--- config.mk ---
export PLATFORM = sky130hd
export DESIGN_NAME = disp_scan
export DESIGN_NICKNAME = d
export VERILOG_FILES = /design/src/rtl/disp_scan.sv
export SDC_FILE = /design/constraint.sdc
export NUM_CORES = 1
export LEC_CHECK = 0
export BUFFER_PORTS_ARGS = -buffer_cell sky130_fd_sc_hd__clkbuf_2
export CORE_ASPECT_RATIO = 1.2
export CORE_MARGIN = 4
export CORE_UTILIZATION = 49
export CTS_CLUSTER_SIZE = 12
export DETAILED_ROUTE_END_ITERATION = 8
export GPL_TIMING_DRIVEN = 0
export MAX_ROUTING_LAYER = met4
export PLACE_DENSITY = 0.92
export SYNTH_ARGS = -nofsm -noshare
export SYNTH_HDL_FRONTEND = slang
export SYNTH_SLANG_ARGS = --single-unit
export TNS_END_PERCENT = 5
--- constraint.sdc ---
create_clock -name clk -period 4.25 [get_ports clk]
set_input_delay 0 -clock clk [delete_from_list [all_inputs] [get_ports clk]]
set_output_delay 0 -clock clk [all_outputs]
set_load 0.03 [all_outputs]
--- src/rtl/disp_scan.sv ---
// Four-digit multiplexed 7-segment scanner: steps one slot per rising edge of slow_clk,
// decodes BCD with leading-zero blanking, and registers anodes/segments together.
module disp_scan (
  input  logic        clk,
  input  logic        rst,
  input  logic        slow_clk,
  input  logic [15:0] digits,
  input  logic [3:0]  dp_in,
  input  logic        lz_blank,
  output logic [3:0]  an,
  output logic [6:0]  seg,
  output logic        dp
);

  logic       r_s_q;
  logic [1:0] r_sel;
  logic [3:0] r_an;
  logic [6:0] r_seg;
  logic       r_dp;

  logic       w_tick;
  logic [3:0] w_digit;
  logic       w_blank;
  logic [3:0] w_an;
  logic [6:0] w_seg;
  logic       w_dp;

  function automatic logic [6:0] seg_decode(input logic [3:0] d);
    logic [6:0] s;
    case (d)
      4'd0:    s = 7'b1000000;
      4'd1:    s = 7'b1111001;
      4'd2:    s = 7'b0100100;
      4'd3:    s = 7'b0110000;
      4'd4:    s = 7'b0011001;
      4'd5:    s = 7'b0010010;
      4'd6:    s = 7'b0000010;
      4'd7:    s = 7'b1111000;
      4'd8:    s = 7'b0000000;
      4'd9:    s = 7'b0010000;
      default: s = 7'b0111111;
    endcase
    return s;
  endfunction

  // A slot is blanked only while every digit from it leftwards is a literal zero;
  // dash codes are nonzero, so they stop the blanking run.
  function automatic logic slot_blank(input logic [1:0] sel, input logic [15:0] d,
                                      input logic lz);
    logic z3, z2, z1, b;
    z3 = (d[15:12] == 4'd0);
    z2 = (d[11:8]  == 4'd0);
    z1 = (d[7:4]   == 4'd0);
    case (sel)
      2'd3:    b = lz & z3;
      2'd2:    b = lz & z3 & z2;
      2'd1:    b = lz & z3 & z2 & z1;
      default: b = 1'b0;
    endcase
    return b;
  endfunction

  assign w_tick = slow_clk & ~r_s_q;

  // Stage boundary: combinational slot selection and decode from the current sel.
  always_comb begin
    w_digit = digits[3:0];
    w_an    = 4'b1110;
    case (r_sel)
      2'd0: begin w_digit = digits[3:0];   w_an = 4'b1110; end
      2'd1: begin w_digit = digits[7:4];   w_an = 4'b1101; end
      2'd2: begin w_digit = digits[11:8];  w_an = 4'b1011; end
      default: begin w_digit = digits[15:12]; w_an = 4'b0111; end
    endcase
  end

  assign w_blank = slot_blank(r_sel, digits, lz_blank);

  always_comb begin
    w_seg = seg_decode(w_digit);
    w_dp  = ~dp_in[r_sel];
    if (w_blank) begin
      w_seg = 7'b1111111;
      w_dp  = 1'b1;
    end
  end

  // Stage boundary: edge detector, scan counter and output registers share one edge,
  // so anodes and segments always switch together.
  always_ff @(posedge clk) begin
    if (rst) begin
      r_s_q <= 1'b1;
      r_sel <= 2'd0;
      r_an  <= 4'b1111;
      r_seg <= 7'b1111111;
      r_dp  <= 1'b1;
    end else begin
      r_s_q <= slow_clk;
      if (w_tick) r_sel <= r_sel + 2'd1;
      r_an  <= w_blank ? 4'b1111 : w_an;
      r_seg <= w_seg;
      r_dp  <= w_dp;
    end
  end

  assign an  = r_an;
  assign seg = r_seg;
  assign dp  = r_dp;

endmodule

After elaboration in Yosys (flattened, before gate mapping)
Memory sizes are Yosys's and may differ from the RTL's. A register that Yosys moved wholly into a read port is not among the register bits.
Index checks and enable logic that the tools add are counted.
{ "totals": {"regBits": 8, "rom_bits": 112, "in_bits": 24, "wordCells": 26, "mem_count": 1} }
{ "classes": {"add_sub_neg": 1, "order_cmp": 1, "n_eq_ne": 3, "n_mux": 5, "bitwise": 6, "n_reduce_logical": 5} }
{ "mem_list": {"columns": ["memory", "words", "word_bits", "read_ports", "rd_ports_with_merged_regs", "wr", "line", "rtl"], "rows": [
  ["(name not given)", 16, 7, 1, 1, 0, "30", "case (d)"]
]} }
{ "op_table": {"columns": ["operator", "count"], "rows": [
  ["$pmux W4 S3", 2],
  ["$logic_not A4 Y1", 3],
  ["$and A1 B1 Y1", 4],
  ["$eq A2 B2 Y1 const B", 2],
  ["$lt A2 B3 Y1 const B", 1],
  ["$pmux W1 S3", 1],
  ["$add A2 B1 Y2 const B", 1],
  ["$bmux W1 S2", 1],
  ["$eq A2 B1 Y1 const B", 1],
  ["$logic_not A2 Y1", 1],
  ["$not A1 Y1", 2],
  ["$reduce_or A2 Y1", 1],
  ["$mux W1", 1]
]} }

Longest topological paths before layout
Gate-level depths: netlist of the first run.
{ "logic_depth": {"ltp_word": 6, "ltp_mapped": 8} }

Worst setup path after synthesis of the first run
OpenSTA, ideal clock, no wires.
{ "synth_path": {"kind": "reg-to-reg", "start": "register r_sel[0]", "end": "register r_seg[5], in the netlist seg[5]", "t_arrival_ns": 1.825, "required_ns": 4.125, "setup_slack_ns": 2.300, "stages_incl_launch_ff": 9, "path_buffers": 0, "synth_period_minus_slack_ns": 1.950, "path_cell_list": "dfxtp_1 inv_1 ha_1 a222oi_1 mux2_4 inv_1 ha_1 nor3_1 o21ai_0"} }
{ "synth_between": {"elab_chain_cells": 3, "elab_cells_between_ends": 7, "classes_between": "eq/ne: 3; mux: 2; reduce/logical: 2"} }
{ "synth_lines": {"columns": ["item", "line", "rtl"], "rows": [
  ["from (decl)", "16", "logic [1:0] r_sel;"],
  ["from (signal assigned)", "99", "if (w_tick) r_sel <= r_sel + 2'd1;"],
  ["$eq A2 B1 Y1, or another cell as far along", "54, 69", null],
  ["$pmux W1 S3", "54", "case (sel)"],
  ["$reduce_or A2 Y1 (no source line)", null, null],
  ["to (decl)", "18", "logic [6:0] r_seg;"]
]} }
Parallel ways exist; a longest one is shown, timed or not.
A chain may end at the register's enable or synchronous reset.

Worst setup path in the final report of the first run
Ends and elaborated chain as after synthesis.

==> results of run 1 <==
routing by layer:
metal	track usage	vias up	routed length, µm
li1	-	390	-
met1	0.209	364	770
met2	0.302	47	948
met3	0.0309	2	155
met4	0.0341	0	12
met5	-	-	0
metrics by stage:
stage           util  power, mW  setup WS, ns
2_1_floorplan      -      0.219          2.30
5_1_grt        0.708      0.345          1.82
6_report       0.708      0.327          1.97
3_3_place_gp   0.670      0.245          2.10
3_5_place_dp   0.670      0.249          2.01
4_1_cts        0.708      0.327          2.00
report_power, final:
group / switching [mW] / internal, mW / leakage [nW]
logic: 0.0568 / 0.0372 / 0.365
registers: 0.00372 / 0.151 / 0.124
clock network: 0.0436 / 0.0348 / 0.0177
total: 0.104 / 0.223 / 0.507
flip-flops by register name, indices dropped and copies added, names as in the netlist:
register and count:
seg 7, an 4, r_sel 2, dp 1
r_s_q 1
final timing paths:
path / from / end / slack, ns / depth (start not counted)
hold reg to reg: r_s_q$_SDFF_PP1_ / r_sel[0]$_SDFFE_PP0P_ / 0.59 / 3
setup / recovery: r_sel[0]$_SDFFE_PP0P_ / seg[5]$_SDFF_PP1_ / 1.97 / 8
hold / removal: dp_in[3] / dp$_SDFF_PP1_ / 0.09 / 3
setup reg to reg: r_sel[0]$_SDFFE_PP0P_ / seg[5]$_SDFF_PP1_ / 1.97 / 8
cell usage in the layout, fill, tap and decap left out:
cell type	count
a21o_1	1
o211ai_1	1
and3_1	1
nand4_1	3
clkbuf_2	36
mux2_4	1
ha_1	9
clkbuf_4	3
clkinv_2	1
dfxtp_1	15
a222oi_1	4
dlygate4sd3_1	3
nor4_1	1
o31a_1	1
mux2i_1	4
or4_1	1
buf_6	1
mux2_2	2
a21oi_1	3
nor2_1	4
or2_2	1
nor3_1	1
xnor2_1	1
o21ai_0	3
mux4_2	1
a211oi_1	2
o21ai_1	2
inv_1	8
nand3_1	2
nand2_1	7
nor2b_1	1
a31oi_1	1
nor4b_1	1
worst max-delay path: stages, from the launching register on:
cell	delay [ns]
dfxtp_1	0.49
inv_1	0.13
ha_1	0.29
a222oi_1	0.37
mux2_4	0.25
inv_1	0.11
ha_1	0.23
nor3_1	0.17
o21ai_0	0.10
cell type report:
class	count	share of cell area
clock inverters	1	0.00471
repair buffers	38	0.193
inverters	8	0.0282
clock buffers	3	0.0212
plain buffers	2	0.0153
multi-input cells	59	0.435
well taps	17	0.0200
flip-flops and latches	15	0.282
kinds of logic after synthesis:
| logic type | count (synthesis) | share of synthesized area |
|---|---|---|
| compound gates | 18 | 0.155 |
| xor+xnor | 1 | 0.0108 |
| fa+ha+maj | 9 | 0.139 |
| buf+inv | 10 | 0.0572 |
| flops | 15 | 0.371 |
| mux | 8 | 0.124 |
| simple gates | 23 | 0.144 |
==> summary.txt, run 1 <==
Run status
  • Status: completed

Place
  • DP HPWL: 1560 µm
  • GPL Wtd Cong: 0.842
  • DP Cell Count: 136
  • IO buf count: 35
  • Post-DP Area: 0.00101 mm²

Floorplanning
  • Die area: 0.00237 mm²
  • Starting density of the core: 0.539
  • Ports: 36
  • Core ar.: 0.00150 mm²
  • Cell row count: 15
  • DIE WIDTH: 45.1 µm
  • Die Span Y: 52.5 µm

Synthesis
  • Sequential fraction of the synthesis area: 0.371
  • Syn avg cell area: 9.64 µm²
  • Cells after Synth: 84
  • Synth Flop Type: dfxtp_1
  • Synth unique cells: 30
  • Top cell type's share of synthesized area: 0.371
  • YS warnings: 0
  • Synth Cell Area: 810 µm²
  • EDFF count, synth: 0
  • Ranking of synthesized cells by area: dfxtp_1 (37%), ha_1 (14%), a222oi_1 (4.9%)
  • Top cells by count, synth: dfxtp_1 (15), ha_1 (9), inv_1 (8), nand2_1 (7)
  • Post-Syn Nets: 117
  • Yosys top cell by area: dfxtp_1
  • Most frequent cell after synthesis: dfxtp_1
  • Async SR Flop Fraction: 0
  • Synth Register Bits: 15

Clocking
  • H-tree levels: 1
  • Setup Fix Bufs, Post-CTS: 0
  • CTS tree: done
  • CTS clock-pin slew for the worst setup and hold paths: 0.09 ns
  • Post-cts sizing count: 0
  • CTS Hold Bufs: 3
  • Max Root-Sink Buffers: 2
  • Worst-Skew Late Latency: 0.28 ns
  • Sink Count: 15
  • CTS Buf Count: 3
  • Root Driver: clkbuf_4

Layout
  • Area Overhead vs Synth: 31.4%
  • Final #Nets: 160
  • Layout fillers: 133
  • Antenna Cells: 0
  • Fin area: 0.00106 mm²
  • Non-filler instance count after layout: 143
  • Register Area: 300 µm²
  • Layout cells sized above 1: 0.365
  • Area of the multi-input gates: 463 µm²

Timing
  • FMAX: 439 MHz
  • Worst Max-Slew Pin Slew: 0.468 ns
  • Final hold slack: 0.0913 ns
  • Slew headroom: 0.679
  • Final Cycle Share: 0.536
  • RSZ-0062 raised after global routing: no
  • Fin. max-slew vios: 0
  • Final Skew: 0.0108 ns
  • Hold Fails Final Rpt: 0
  • Post-route setup TNS: 0 ns
  • Final worst path period need: 2.28 ns
  • Final setup fails: 0

GRT
  • Largest net degree at the start of global routing: 11
  • GRT overflow: 0
  • First-pass GRT wire length: 3040 µm
  • Initial antenna violation count: 0
  • GRT Util Overall: 0.175
  • Vias in the first global route: 734

Pwr
  • Pwr dens: 308 mW/mm²
  • Pleak: 0.507 nW
  • Peak supply drop: 130 µV

Routing
  • DR DRC count: 0
  • Via Count: 803
  • DR pass1 iterations: 6
  • Final WL: 1890 µm
  • Via density: 5.62
  • Routed Antenna Nets: 0
  • Initial DRC count: 41
  • Routed len/inst: 13.2 µm

Critical path
  • CP Capture Type: flop
  • Critical path class: flop to flop
  • CP required: 4.40 ns
  • Crit-path max FO: 6
  • Critical path arrival: 2.43 ns
  • Startpoint types: flop

Flow run
  • Max-Cap Viols: 0

Worst hold path
  • Hold WC Path Type: input port to flop
No activity file was read; power rests on OpenSTA's default activity.
==> run 2, diff against run 1 <==
- CORE_UTILIZATION: 49 -> 45
- PLACE_DENSITY: 0.92 -> 0.86
- clock period: 4.25 -> 2.4 ns (I/O delays scaled with it)
==> run 2 against run 1 <==
Effect of this change: design area unchanged; register-to-register slack got worse by 1.8 ns; first-iteration DRC count increased by 39%; maximum frequency increased by 3.7%; setup slack got worse by 1.8 ns; combinational power increased by 74%; clock skew decreased by 0.0071 ns; final cell count increased by 0.70%; worst hold slack got worse by 0.012 ns; wire length increased by 4.0%; via count decreased by 2.6%.
==> summary.txt, run 2 (same netlist as run 1, synthesis figures left out) <==
Run status
  • Status: completed

Clocking
  • CTS tree: done
  • CTS Buf Count: 3 (unchanged)
  • Worst-Skew Late Latency: 0.29 ns (about the same)
  • CTS clock-pin slew for the worst setup and hold paths: 0.09 ns (about the same)
  • Sink Count: 15 (unchanged)
  • H-tree levels: 1 (unchanged)
  • Post-cts sizing count: 0 (unchanged)
  • Root Driver: clkbuf_4
  • Max Root-Sink Buffers: 2 (unchanged)

Timing
  • Worst Max-Slew Pin Slew: 0.462 ns (-0.00563 ns)
  • Final hold slack: 0.0796 ns (-0.0117 ns)
  • Slew headroom: 0.683 (+0.00386)
  • Post-route setup TNS: 0 ns (unchanged)
  • Final Cycle Share: 0.916 (+0.380)
  • Hold Fails Final Rpt: 0 (unchanged)
  • RSZ-0062 raised after global routing: no
  • Final worst path period need: 2.20 ns (-0.0812 ns)
  • FMAX: 455 MHz (+3.7%)
  • Final setup fails: 0 (unchanged)
  • Fin. max-slew vios: 0 (unchanged)
  • Final Skew: 0.00367 ns (-0.00708 ns)
  • Worst setup margin: 0.202 ns (-1.77 ns)

Critical path
  • RR Startpoint: r_sel[0]$_SDFFE_PP0P_
  • CP max stage delay: 0.47 ns (-0.02 ns)
  • Crit-path slowest cell: dfxtp_1
  • Crit path from: r_sel[0]$_SDFFE_PP0P_
  • Critical path arrival: 2.38 ns (-0.05 ns)
  • Worst-path cell chain: inv_1 -> ha_1 -> a222oi_1 -> mux2_4 -> inv_1 -> ha_1 -> nor3_1 -> o21ai_0
  • CP required: 2.58 ns (-1.82 ns)
  • Startpoint types: flop
  • Critical path class: flop to flop
  • CP Capture Type: flop
  • CP top delay family: adder cells
  • Worst Path Buf+Inv: 2 (unchanged)
  • Crit-path max FO: 6 (unchanged)

Routing
  • Final WL: 1960 µm (+4.0%)
  • DR pass1 iterations: 5 (-1)
  • Initial DRC count: 57 (+39%)
  • Routed Antenna Nets: 0 (unchanged)
  • Via Count: 782 (-2.6%)
  • Routed len/inst: 13.6 µm (+3.3%)
  • Via density: 5.43 (-3.3%)
  • DR DRC count: 0 (unchanged)

Floorplanning
  • Die area: 0.00254 mm² (+7.4%)
  • Die Span Y: 54.5 µm (+3.7%)
  • DIE WIDTH: 46.7 µm (+3.6%)
  • Ports: 36 (unchanged)
  • Core ar.: 0.00166 mm² (+11%)
  • Cell row count: 16 (+1)
  • Starting density of the core: 0.487 (-0.0520)

GRT
  • GRT Util Overall: 0.174 (-0.000562)
  • First-pass GRT wire length: 2870 µm (-5.5%)
  • GRT overflow: 0 (unchanged)
  • Initial antenna violation count: 0 (unchanged)
  • Largest net degree at the start of global routing: 11 (unchanged)
  • Vias in the first global route: 687 (-6.4%)

Pwr
  • Pleak: 0.504 nW (-0.54%)
  • Pwr dens: 553 mW/mm² (+80%)
  • Peak supply drop: 345 µV (+170%)

Place
  • GPL Wtd Cong: 0.801 (-4.9%)
  • DP Cell Count: 137 (+0.74%)
  • DP HPWL: 1580 µm (+0.95%)
  • Worst slack, placed: 0.228 ns (-1.78 ns)
  • IO buf count: 35 (unchanged)

Layout
  • Finished Core Util: 0.640 (-0.0683)
  • Most frequent cells in the layout: clkbuf_2 (36), dfxtp_1 (15), ha_1 (9)
  • Most common cell after layout, fill and taps aside: clkbuf_2
  • Antenna Cells: 0 (unchanged)
  • Non-filler instance count after layout: 144 (+0.70%)
  • Layout cells sized above 1: 0.357 (-0.00794)
  • Number of flip-flops in the largest register: 7 (unchanged)
  • Area Overhead vs Synth: 31.4% (unchanged)
  • Final #Nets: 160 (unchanged)

Worst hold path
  • Hold_sp: dp_in[2]
  • Hold WC Path Type: input port to flop

Flow run
  • Max-Cap Viols: 0 (unchanged)
[run 2: layer usage]
layer  GRT usage  vias to the layer above  wire length [µm]
li1            -                      392                 -
met1       0.161                      351               703
met2       0.296                       32              1070
met3      0.0493                        7               106
met4       0.134                        0                79
met5           -                        -                 0
[run 2: through the flow]
stage          power [mW]  instance area, µm²
3_3_place_gp        0.435                1010
6_report            0.588                1060
5_1_grt             0.617                1060
2_1_floorplan       0.387                 810
3_5_place_dp        0.441                1010
4_1_cts             0.587                1060
[run 2: path summary, 6_finish.rpt]
kind	endpoint	slack [ns]	depth (start not counted)
max	seg[5]$_SDFF_PP1_	0.20	8
min	dp$_SDFF_PP1_	0.08	3
max reg2reg	seg[5]$_SDFF_PP1_	0.20	8
min reg2reg	r_sel[0]$_SDFFE_PP0P_	0.60	3
[run 2: worst reg2reg max path, stage by stage (launching register included)]
cell and delay, ns:
dfxtp_1 0.47, inv_1 0.13, ha_1 0.30, a222oi_1 0.36
mux2_4 0.25, inv_1 0.10, ha_1 0.22, nor3_1 0.16
o21ai_0 0.09
[run 2: timing repair]
action / in CTS / in global routing
hold endpoints to repair: 3 / 0
hold buffers: 3 / 0
buffers inserted: 0 / 0
[run 2: cell type report]
type                    instances  area [µm²]
multi-input cells              59         463
repair buffers                 38         205
well taps                      18        22.5
clock buffers                   4        26.3
plain buffers                   2        16.3
fillers                       138         598
inverters                       8        30.0
flip-flops and latches         15         300
[run 2: power breakdown]
group / switching (mW) / internal, mW / leakage, nW
Sequential: 0.00698 / 0.268 / 0.124
Clock: 0.0845 / 0.0649 / 0.0150
Combinational: 0.0988 / 0.0655 / 0.365
Total: 0.190 / 0.398 / 0.504
